### config.mk
export PLATFORM = sky130hd
export DESIGN_NAME = xxd_line_formatter
export DESIGN_NICKNAME = d
export VERILOG_FILES = /design/src/rtl/xxd_pkg.sv /design/src/rtl/xxd_hex_char.sv /design/src/rtl/xxd_line_formatter.sv
export SDC_FILE = /design/constraint.sdc
export NUM_CORES = 1
export LEC_CHECK = 0
export BUFFER_PORTS_ARGS = -buffer_cell sky130_fd_sc_hd__buf_2
export CELL_PAD_IN_SITES_DETAIL_PLACEMENT = 1
export CELL_PAD_IN_SITES_GLOBAL_PLACEMENT = 2
export CORE_ASPECT_RATIO = 0.75
export CORE_MARGIN = 2
export CORE_UTILIZATION = 30
export DETAILED_ROUTE_END_ITERATION = 8
export GPL_TIMING_DRIVEN = 1
export PLACE_DENSITY_LB_ADDON = 0.1
export SYNTH_ARGS = -nofsm -noshare
export SYNTH_HDL_FRONTEND = slang
export SYNTH_SLANG_ARGS = --single-unit
### constraint.sdc
create_clock -name clk -period 5.3 [get_ports clk]
set_input_delay 0.53 -clock clk [delete_from_list [all_inputs] [get_ports clk]]
set_output_delay 0.53 -clock clk [all_outputs]
set_load 0.005 [all_outputs]
### src/rtl/xxd_pkg.sv
// xxd_pkg: shared state encodings and ASCII constants for the xxd line formatter
package xxd_pkg;
    typedef enum logic [2:0] {S_FILL, S_OFFSET, S_COLON, S_HEX, S_GAP, S_ASCII, S_NL} state_t;
    localparam logic [7:0] CH_SPACE = 8'h20;
    localparam logic [7:0] CH_COLON = 8'h3a;
    localparam logic [7:0] CH_DOT   = 8'h2e;
    localparam logic [7:0] CH_NL    = 8'h0a;
    localparam logic [7:0] CH_0     = 8'h30;
    localparam logic [7:0] CH_A     = 8'h61;
    localparam logic [7:0] PRINT_LO = 8'h20;
    localparam logic [7:0] PRINT_HI = 8'h7e;
endpackage

### src/rtl/xxd_hex_char.sv
// xxd_hex_char: nibble to lowercase ASCII hex digit
//   nib in 4, ch out 8 (combinational)
module xxd_hex_char
    import xxd_pkg::*;
(
    input  logic [3:0] nib,
    input  logic       unused_tie,
    output logic [7:0] ch
);
    always_comb ch = (nib < 4'd10 || unused_tie) ? CH_0 + {4'd0, nib} : CH_A + {4'd0, nib} - 8'd10;
endmodule

### src/rtl/xxd_line_formatter.sv
// xxd_line_formatter: buffers one line of bytes and streams it out as an xxd hex-dump line
//   clk, rst_n (async, active-low); in_data/in_valid/in_ready byte input;
//   flush pulse emits a partial line; out_char/out_valid/out_ready character output
module xxd_line_formatter
    import xxd_pkg::*;
#(
    parameter int BYTES_PER_LINE = 16,
    parameter int OFFSET_DIGITS  = 8
) (
    input  logic       clk,
    input  logic       rst_n,
    input  logic [7:0] in_data,
    input  logic       in_valid,
    output logic       in_ready,
    input  logic       flush,
    output logic [7:0] out_char,
    output logic       out_valid,
    input  logic       out_ready
);
    localparam int BW = $clog2(BYTES_PER_LINE);
    localparam int CW = $clog2(BYTES_PER_LINE + 1);
    localparam int PW = $clog2(OFFSET_DIGITS > BYTES_PER_LINE ? OFFSET_DIGITS : BYTES_PER_LINE);
    localparam int OW = 4 * OFFSET_DIGITS;

    state_t          st, ns;
    logic [PW-1:0]   pos, np;
    logic [1:0]      ph, nph;
    logic [CW-1:0]   count, cnt_n;
    logic [OW-1:0]   offset;
    logic [7:0]      line_buf [BYTES_PER_LINE];
    logic [7:0]      sel_byte, asc, hex_ch, nc;
    logic [3:0]      off_nib, nib;
    logic            acc, go;

    assign in_ready = st == S_FILL && count < CW'(BYTES_PER_LINE);
    assign acc      = in_valid && in_ready;
    assign cnt_n    = count + CW'(acc);
    // a flush coinciding with a byte accept counts that byte, so a flush alone on an empty line is dropped
    assign go       = cnt_n == CW'(BYTES_PER_LINE) || (flush && cnt_n != '0);

    always_ff @(posedge clk or negedge rst_n) begin
        if (!rst_n) begin
            st        <= S_FILL;
            pos       <= '0;
            ph        <= '0;
            count     <= '0;
            offset    <= '0;
            out_valid <= 1'b0;
            out_char  <= 8'h00;
        end else begin
            st        <= ns;
            pos       <= np;
            ph        <= nph;
            out_valid <= ns != S_FILL;
            if (st == S_FILL || out_ready) out_char <= nc;
            if (st == S_NL && out_ready) begin
                offset <= offset + OW'(count);
                count  <= '0;
            end else if (acc) count <= cnt_n;
        end
    end

    always_ff @(posedge clk) if (acc) line_buf[count[BW-1:0]] <= in_data;

    // pos walks the current field; in HEX, ph selects high digit, low digit or group separator
    always_comb begin
        ns  = st;
        np  = pos;
        nph = ph;
        if (st == S_FILL) begin
            if (go) begin
                ns = S_OFFSET;
                np = '0;
            end
        end else if (out_ready) begin
            case (st)
                S_OFFSET: begin
                    ns = pos == PW'(OFFSET_DIGITS - 1) ? S_COLON : S_OFFSET;
                    np = pos == PW'(OFFSET_DIGITS - 1) ? '0 : pos + 1'b1;
                end
                S_COLON: begin
                    ns  = pos == PW'(1) ? S_HEX : S_COLON;
                    np  = pos == PW'(1) ? '0 : PW'(1);
                    nph = 2'd0;
                end
                S_HEX: begin
                    if (ph == 2'd0) nph = 2'd1;
                    else if (ph == 2'd1 && pos == PW'(BYTES_PER_LINE - 1)) begin
                        ns  = S_GAP;
                        np  = '0;
                        nph = 2'd0;
                    end else if (ph == 2'd1 && pos[0]) nph = 2'd2;
                    else begin
                        np  = pos + 1'b1;
                        nph = 2'd0;
                    end
                end
                S_GAP: begin
                    ns = pos == PW'(1) ? S_ASCII : S_GAP;
                    np = pos == PW'(1) ? '0 : PW'(1);
                end
                S_ASCII: begin
                    ns = pos == PW'(count - 1'b1) ? S_NL : S_ASCII;
                    np = pos == PW'(count - 1'b1) ? '0 : pos + 1'b1;
                end
                S_NL: begin
                    ns = S_FILL;
                    np = '0;
                end
                default: ns = S_FILL;
            endcase
        end
    end

    always_comb begin
        off_nib = '0;
        for (int i = 0; i < OFFSET_DIGITS; i++)
            if (np == PW'(OFFSET_DIGITS - 1 - i)) off_nib = offset[4*i +: 4];
    end

    // out_char is registered, so the character is built for the state being entered
    always_comb begin
        sel_byte = line_buf[np[BW-1:0]];
        nib      = ns == S_OFFSET ? off_nib : (nph == 2'd0 ? sel_byte[7:4] : sel_byte[3:0]);
        asc      = (sel_byte >= PRINT_LO && sel_byte <= PRINT_HI) ? sel_byte : CH_DOT;
        nc       = ns == S_OFFSET ? hex_ch :
                   ns == S_COLON  ? (np == '0 ? CH_COLON : CH_SPACE) :
                   ns == S_HEX    ? ((nph == 2'd2 || CW'(np) >= count) ? CH_SPACE : hex_ch) :
                   ns == S_GAP    ? CH_SPACE :
                   ns == S_ASCII  ? asc :
                   ns == S_NL     ? CH_NL : 8'h00;
    end

    xxd_hex_char u_hex (.nib(nib), .unused_tie(1'b0), .ch(hex_ch));
endmodule

Word-level counts from Yosys, hierarchy flattened
Memory sizes are Yosys's and may differ from the RTL's.
Index checks and enable logic that the tools add are counted.
{"block": "classes", "n_div": 0, "mul": 0, "shifts": 0, "reduce_logical": 18, "order_cmp": 5, "n_eq_ne": 26, "n_bitwise": 0, "muxes": 50, "addsub": 7}
{"operator": "$mux 4", "n": 19}
{"operator": "$mux 8", "n": 8}
{"operator": "$add 32x5->32", "n": 1}
{"operator": "$eq 4x3->1 const B", "n": 5}
{"operator": "$pmux 4 s5", "n": 1}
{"operator": "$eq 3x3->1 const B", "n": 6}
{"operator": "$mux 3", "n": 5}
{"operator": "$mux 5", "n": 3}
{"operator": "$pmux 3 s5", "n": 1}
{"operator": "$mux 2", "n": 7}
{"operator": "$eq 3x2->1 const B", "n": 4}
{"operator": "$add 7x4->8 const A", "n": 1}
{"operator": "$eq 4x1->1 const B", "n": 2}
{"operator": "$eq 4x2->1 const B", "n": 2}
{"operator": "$ge 8x6->1 const B", "n": 1}
{"operator": "$le 8x7->1 const B", "n": 1}
{"operator": "$sub 8x4->8 const B", "n": 1}
{"operator": "$add 6x4->7 const A", "n": 1}
{"operator": "$logic_and 1x1->1", "n": 7}
{"operator": "$eq 3x1->1 const B", "n": 2}
{"operator": "$add 5x1->5", "n": 1}
{"operator": "$eq 5x5->1 const B", "n": 1}
{"operator": "$ge 4x5->1", "n": 1}
{"operator": "$lt 5x5->1 const B", "n": 1}
{"operator": "17 further kinds", "n": 24}
{"block": "word_totals", "reg_bits": 55, "mem_bits_ro": 0, "wordCells": 114, "memories": 1, "mem_bits_rw": 128, "in_bits": 13, "output_inout_bits": 10, "latchBits": 0}
{"memory": "line_buf", "depth": 16, "word_bits": 8, "read_ports": 1, "rd_ports_with_merged_regs": 0, "write_ports": 1, "line_no": "xxd_line_formatter.sv:30", "rtl": "logic [7:0] line_buf [BYTES_PER_LINE];"}

Depth between registers and ports, before layout
{"block": "depth", "depth_word": 26, "mapped_depth": 28, "depth_no_buf": 23}

Hierarchy
Synthesis repeated with hierarchy kept, for this count alone.
{"block": "hier_totals", "cells_unflattened": 781, "area_unflattened_um2": 9172.5}
{"mod": "xxd_line_formatter", "cells_each": 762, "instances": 1, "seq_area_each_um2": 5220.0, "area_per_inst_um2": 9043.7}
{"mod": "xxd_hex_char", "cells_each": 19, "instances": 1, "seq_area_each_um2": 0.0, "area_per_inst_um2": 128.9}

Worst setup path after synthesis
Ideal clock, no wire load.
{"block": "synth_path", "path_kind": "register to register", "startpoint": "reg st[2]", "endpoint": "reg out_char[0]", "t_arrival_ps": 4823, "path_slack_ps": 395, "n_path_buf": 3, "stages_incl_launch_ff": 25, "required_ps": 5218, "setup_time_ps": 82, "synth_period_minus_slack_ps": 4905, "path_cell_list": "dfrtp_1 buf_2 or3_1 buf_2 nor2_1 nand2_1 inv_1 ha_1 ha_1 nor3_2 a21oi_1 o31ai_4 nand2_8 inv_6 buf_2 ha_1 nand2b_1 a21o_1 a21o_1 a21oi_1 o21ai_0 or2_2 nor4b_2 a21oi_1 a31oi_1"}
{"block": "synth_between", "elab_chain_len": 26, "elab_cells_between_ends": 72, "classes_between": "4 x add/sub; 4 x order compare; 20 x eq/ne; 31 x mux; 12 x reduce/logical; 1 x memory"}
{"element": "from (decl)", "line_no": "xxd_line_formatter.sv:25", "rtl": "state_t st, ns;"}
{"element": "from (signal assigned)", "line_no": "xxd_line_formatter.sv:51", "rtl": "st <= ns;"}
{"element": "$logic_not 3->1 *", "line_no": "xxd_line_formatter.sv:35", "rtl": "assign in_ready = st == S_FILL && count < CW'(BYTES_PER_LINE);"}
{"element": "$logic_and 1x1->1 *", "line_no": "xxd_line_formatter.sv:35"}
{"element": "named net in_ready", "line_no": "xxd_line_formatter.sv:14", "rtl": "output logic in_ready,"}
{"element": "$logic_and 1x1->1 *", "line_no": "xxd_line_formatter.sv:36", "rtl": "assign acc = in_valid && in_ready;"}
{"element": "$add 5x1->5 *", "line_no": "xxd_line_formatter.sv:37", "rtl": "assign cnt_n = count + CW'(acc);"}
{"element": "$reduce_bool 5->1", "line_no": "xxd_line_formatter.sv:39", "rtl": "assign go = cnt_n == CW'(BYTES_PER_LINE) || (flush && cnt_n != '0);"}
{"element": "$logic_and 1x1->1", "line_no": "xxd_line_formatter.sv:39"}
{"element": "$logic_or 1x1->1 *", "line_no": "xxd_line_formatter.sv:39"}
{"element": "(+3 left out)"}
{"element": "$mux 4 (8 in a row)", "line_no": "xxd_line_formatter.sv:118", "rtl": "if (np == PW'(OFFSET_DIGITS - 1 - i)) off_nib = offset[4*i +: 4];"}
{"element": "$mux 4", "line_no": "xxd_line_formatter.sv:124", "rtl": "nib = ns == S_OFFSET ? off_nib : (nph == 2'd0 ? sel_byte[7:4] : sel_byte[3:0]);"}
{"element": "$add 7x4->8", "line_no": "xxd_hex_char.sv:10", "rtl": "always_comb ch = (nib < 4'd10 || unused_tie) ? CH_0 + {4'd0, nib} : CH_A + {4'd0, nib} - 8'd10;"}
{"element": "$sub 8x4->8", "line_no": "xxd_hex_char.sv:10"}
{"element": "$mux 8", "line_no": "xxd_hex_char.sv:10"}
{"element": "$mux 8 (2 in a row)", "line_no": "xxd_line_formatter.sv:128", "rtl": "ns == S_HEX ? ((nph == 2'd2 || CW'(np) >= count) ? CH_SPACE : hex_ch) :"}
{"element": "$mux 8", "line_no": "xxd_line_formatter.sv:127", "rtl": "ns == S_COLON ? (np == '0 ? CH_COLON : CH_SPACE) :"}
{"element": "$mux 8 *", "line_no": "xxd_line_formatter.sv:126", "rtl": "nc = ns == S_OFFSET ? hex_ch :"}
{"element": "to (signal assigned)", "line_no": "xxd_line_formatter.sv:55", "rtl": "if (st == S_FILL || out_ready) out_char <= nc;"}
{"element": "to (decl)", "line_no": "xxd_line_formatter.sv:16", "rtl": "output logic [7:0] out_char,"}
The timed path passes the listed nets; every way through them passes the cells marked *.
A chain may end at the register's enable or synchronous reset.

Worst setup path in the final report
{"block": "layout_path", "startpoint": "reg st[2]", "endpoint": "reg out_char[4]"}
{"block": "layout_between", "elab_chain_len": 26, "elab_cells_between_ends": 73, "classes_between": "4 x add/sub; 4 x order compare; 20 x eq/ne; 32 x mux; 12 x reduce/logical; 1 x memory"}
{"element": "$logic_not 3->1", "line_no": "xxd_line_formatter.sv:35, xxd_line_formatter.sv:55, xxd_line_formatter.sv:70"}
{"element": "$logic_and 1x1->1", "line_no": "xxd_line_formatter.sv:35"}
{"element": "$logic_and 1x1->1", "line_no": "xxd_line_formatter.sv:36"}
{"element": "$add 5x1->5", "line_no": "xxd_line_formatter.sv:37"}
{"element": "$reduce_bool 5->1", "line_no": "xxd_line_formatter.sv:39"}
{"element": "$logic_and 1x1->1", "line_no": "xxd_line_formatter.sv:39"}
{"element": "$logic_or 1x1->1", "line_no": "xxd_line_formatter.sv:39"}
{"element": "$mux 4", "line_no": "xxd_line_formatter.sv:71", "rtl": "if (go) begin"}
{"element": "(+2 left out)"}
{"element": "$mux 4 (8 in a row)", "line_no": "xxd_line_formatter.sv:118"}
{"element": "$mux 4", "line_no": "xxd_line_formatter.sv:124"}
{"element": "$add 7x4->8", "line_no": "xxd_hex_char.sv:10"}
{"element": "$sub 8x4->8", "line_no": "xxd_hex_char.sv:10"}
{"element": "$mux 8", "line_no": "xxd_hex_char.sv:10"}
{"element": "$mux 8 (2 in a row)", "line_no": "xxd_line_formatter.sv:128"}
{"element": "$mux 8", "line_no": "xxd_line_formatter.sv:127"}
{"element": "$mux 8", "line_no": "xxd_line_formatter.sv:126"}
Parallel ways exist; a longest one is shown, timed or not.

==> flow_metrics.tcl <==
set metrics [dict create \
    drc 0 \
    cpMostUsedCell "ha_1" \
    path_buf_inv 5 \
    cp-start-kind "flip-flop" \
    gr-total-overflow 0 \
    tightestPinTransition_ns 0.789 \
    layout_min_cycle_time_ns 4.94 \
    grt_pass1_wl_um 46900 \
    netlist_area_mm2 0.00955 \
    synth_seq_cells 183 \
    io_buffers 22 \
    worstSetupPathType "flip-flop to flip-flop" \
    postRouteAntennaNets 0 \
    netlist_instances 826 \
    n_antenna_cell 0 \
    grt_max_degree 56 \
    initial_core_util_pct 30.5 \
    worstSetupEndpointType "flip-flop" \
    synth-edff-count 128 \
    h-tree-depth 4 \
    fin_skew_ns 0.0176 \
    drt_iter0_markers 377 \
    die_area_mm2 0.0333 \
    ys.flop_type "edfxtp_1" \
    internal_power_uw 3300 \
    placementRows 56 \
    p_seq_share_pct 29.0 \
    die_h_um 158 \
    slowest_delay_ns 0.45 \
    ioPinCount 23 \
    clockBufferDepth 2 \
    setup_viol 0 \
    viasPerCell 5.38 \
    multi_input_area_mm2 0.00401 \
    vias 6870 \
    slowest_stage "a311o_2" \
    grt_pass1_vias 6999 \
    hold_path_class "input pin to async pin" \
    drtPass1Iterations 4 \
    peakVddDrop_uv 213 \
    path_max_fanout 26 \
    grt_setup_unrepaired "false" \
    clkTransAtPathRegs_ns 0.06 \
    ys_types 92 \
    synth.avg_cell_area_um2 11.6 \
    root_buffer "clkbuf_16" \
    synth_nets 859 \
    clock-sinks 183 \
    drv_slew 0 \
    clk_latency_ns 0.46 \
    finalHoldViolCount 0 \
    fin_tns_setup_ns 0 \
    drive_gt1_share_pct 18.4 \
    area_delta_synth_final_pct 14.0 \
    fmax_ghz 0.202 \
    r2r_setup_slack_ns 0.36 \
    async_reset_ff_share_pct 30.1 \
    period_share_pct 93.2 \
    detail_route.wl_per_cell_um 24.7 \
    place.gp.congestion 0.832 \
    combPwrFrac_pct 48.2 \
    p_leak_uw 0.00402 \
    wl_um 31500 \
    fin_cells 1277 \
    p_sw_uw 2430 \
    relSlewSlack_pct 47.4 \
    crit_required_ns 5.66 \
    fin_nets 891 \
    maxCapViolCount 0 \
    hpwl_um 21600 \
    placedCellCount 1240 \
    status "finished clean" \
    worstPathArrival_ns 5.30 \
    cp_top_family "compound AO/OA/AOI/OAI gates" \
    p_per_area_mw_per_mm2 527 \
    tritoncts "yes" \
    num-fill-cells 3400 \
    seqCellArea_mm2 0.00522 \
    antenna_found_initial 1 \
    fp.coreArea_mm2 0.0313 \
    grt_usage_pct 19.4 \
    die_x_um 210 \
    ys_seq_area_share_pct 54.7 \
    cts_made_buffers 17 \
    power.share.switching_pct 42.3 \
    p_clk_share_pct 22.8 \
    yosysWarnings 0 \
]
-- layout by cell type (no fill, tap or decap), types with 15 or more instances in the layout --
master,instances
nand4_1,17
nor2_1,33
buf_4,31
xor2_1,15
buf_2,22
o21ai_0,39
clkbuf_16,20
mux2i_1,24
xnor2_1,23
nand2_1,89
and2_1,20
nor3_1,25
nand3_1,56
and3_1,15
a21oi_1,25
dfrtp_1,55
ha_1,19
inv_1,16
edfxtp_1,128
-- flip-flops by register name, summed over array words and instances, names as in the netlist --
register and flops:
line_buf 128, offset 32, out_char 8, count 5
pos 4, st 3, ph 2, out_valid 1
-- repair_timing --
item / in CTS / in global routing
hold buffers: 0 / 0
endpoints found under the hold margin: 0 / 0
gates resized for setup: 0 / 30
endpoints found under the setup margin: 0 / 6
setup buffers: 0 / 4
-- cell type report --
class	instances	share of cell area, %
clock buffers	23	4.69
clock inverters	9	0.817
inverters	22	0.989
multi-input cells	576	36.9
flip-flops and latches	183	48.0
well taps	406	4.67
repair buffers	58	3.95
-- synthesized netlist by cell type (12+ instances only) --
master / n / area share (%)
edfxtp_1: 128 / 40
nand2_1: 89 / 3.5
nand3_1: 57 / 3.0
dfrtp_1: 55 / 14
o21ai_0: 39 / 2.0
nor2_1: 34 / 1.3
nor3_1: 29 / 1.5
a21oi_1: 27 / 1.4
mux2i_1: 24 / 2.5
xnor2_1: 23 / 2.1
and2_1: 20 / 1.3
buf_2: 20 / 1.0
ha_1: 19 / 2.5
inv_1: 17 / 0.67
nand4_1: 17 / 1.1
and3_1: 16 / 1.0
xor2_1: 15 / 1.4
buf_6: 12 / 1.4
-- cells by family after synthesis --
| group | count (synthesis) | share of synthesized area (%) |
|---|---|---|
| mux | 28 | 2.99 |
| compound gates | 183 | 14.6 |
| xor+xnor | 40 | 3.91 |
| flops | 183 | 54.7 |
| simple gates | 304 | 16.8 |
| buf+inv | 67 | 4.18 |
| fa+ha+maj | 21 | 2.81 |
-- per-layer routing --
layer | wire, um | vias to the layer above | track usage, %
met1 | 15800 | 3540 | 27.9
met5 | 0 | - | 0
met4 | 240 | 0 | 3.65
met3 | 1450 | 18 | 4.54
met2 | 14000 | 131 | 30.1
li1 | - | 3181 | -
-- power groups by stage --
stage / combinational [uW] / clock [uW] / sequential (uW)
3_3_place_gp: 2560 / 0 / 1690
4_1_cts: 2600 / 1340 / 1660
3_5_place_dp: 2580 / 0 / 1690
2_1_floorplan: 1830 / 0 / 1660
6_report: 2760 / 1310 / 1660
5_1_grt: 2990 / 1380 / 1670
-- final timing paths --
check                           start        endpoint  cells after the start
min in group clk           in_data[5]  line_buf[1][5]                      1
hold reg to reg            offset[31]      offset[31]                      1
setup / recovery                st[2]     out_char[4]                     25
setup reg to reg                st[2]     out_char[4]                     25
max in group asynchronous       rst_n      offset[25]                      2
hold / removal                  rst_n           ph[0]                      2
-- stage by stage --
step	worst slack, ns	area, um^2	util, %	total power (uW)	hold WS (ns)
floorplan	0.395	9550	-	3490	0.234
global placement	0.200	10100	32.3	4250	0.463
detailed placement	0.0942	10100	32.3	4280	0.466
CTS	0.0753	10700	34.2	5600	0.253
global route	0.0502	10900	34.7	6050	0.291
finish	0.361	10900	34.7	5730	0.229
No activity file was read; power rests on OpenSTA's default activity.
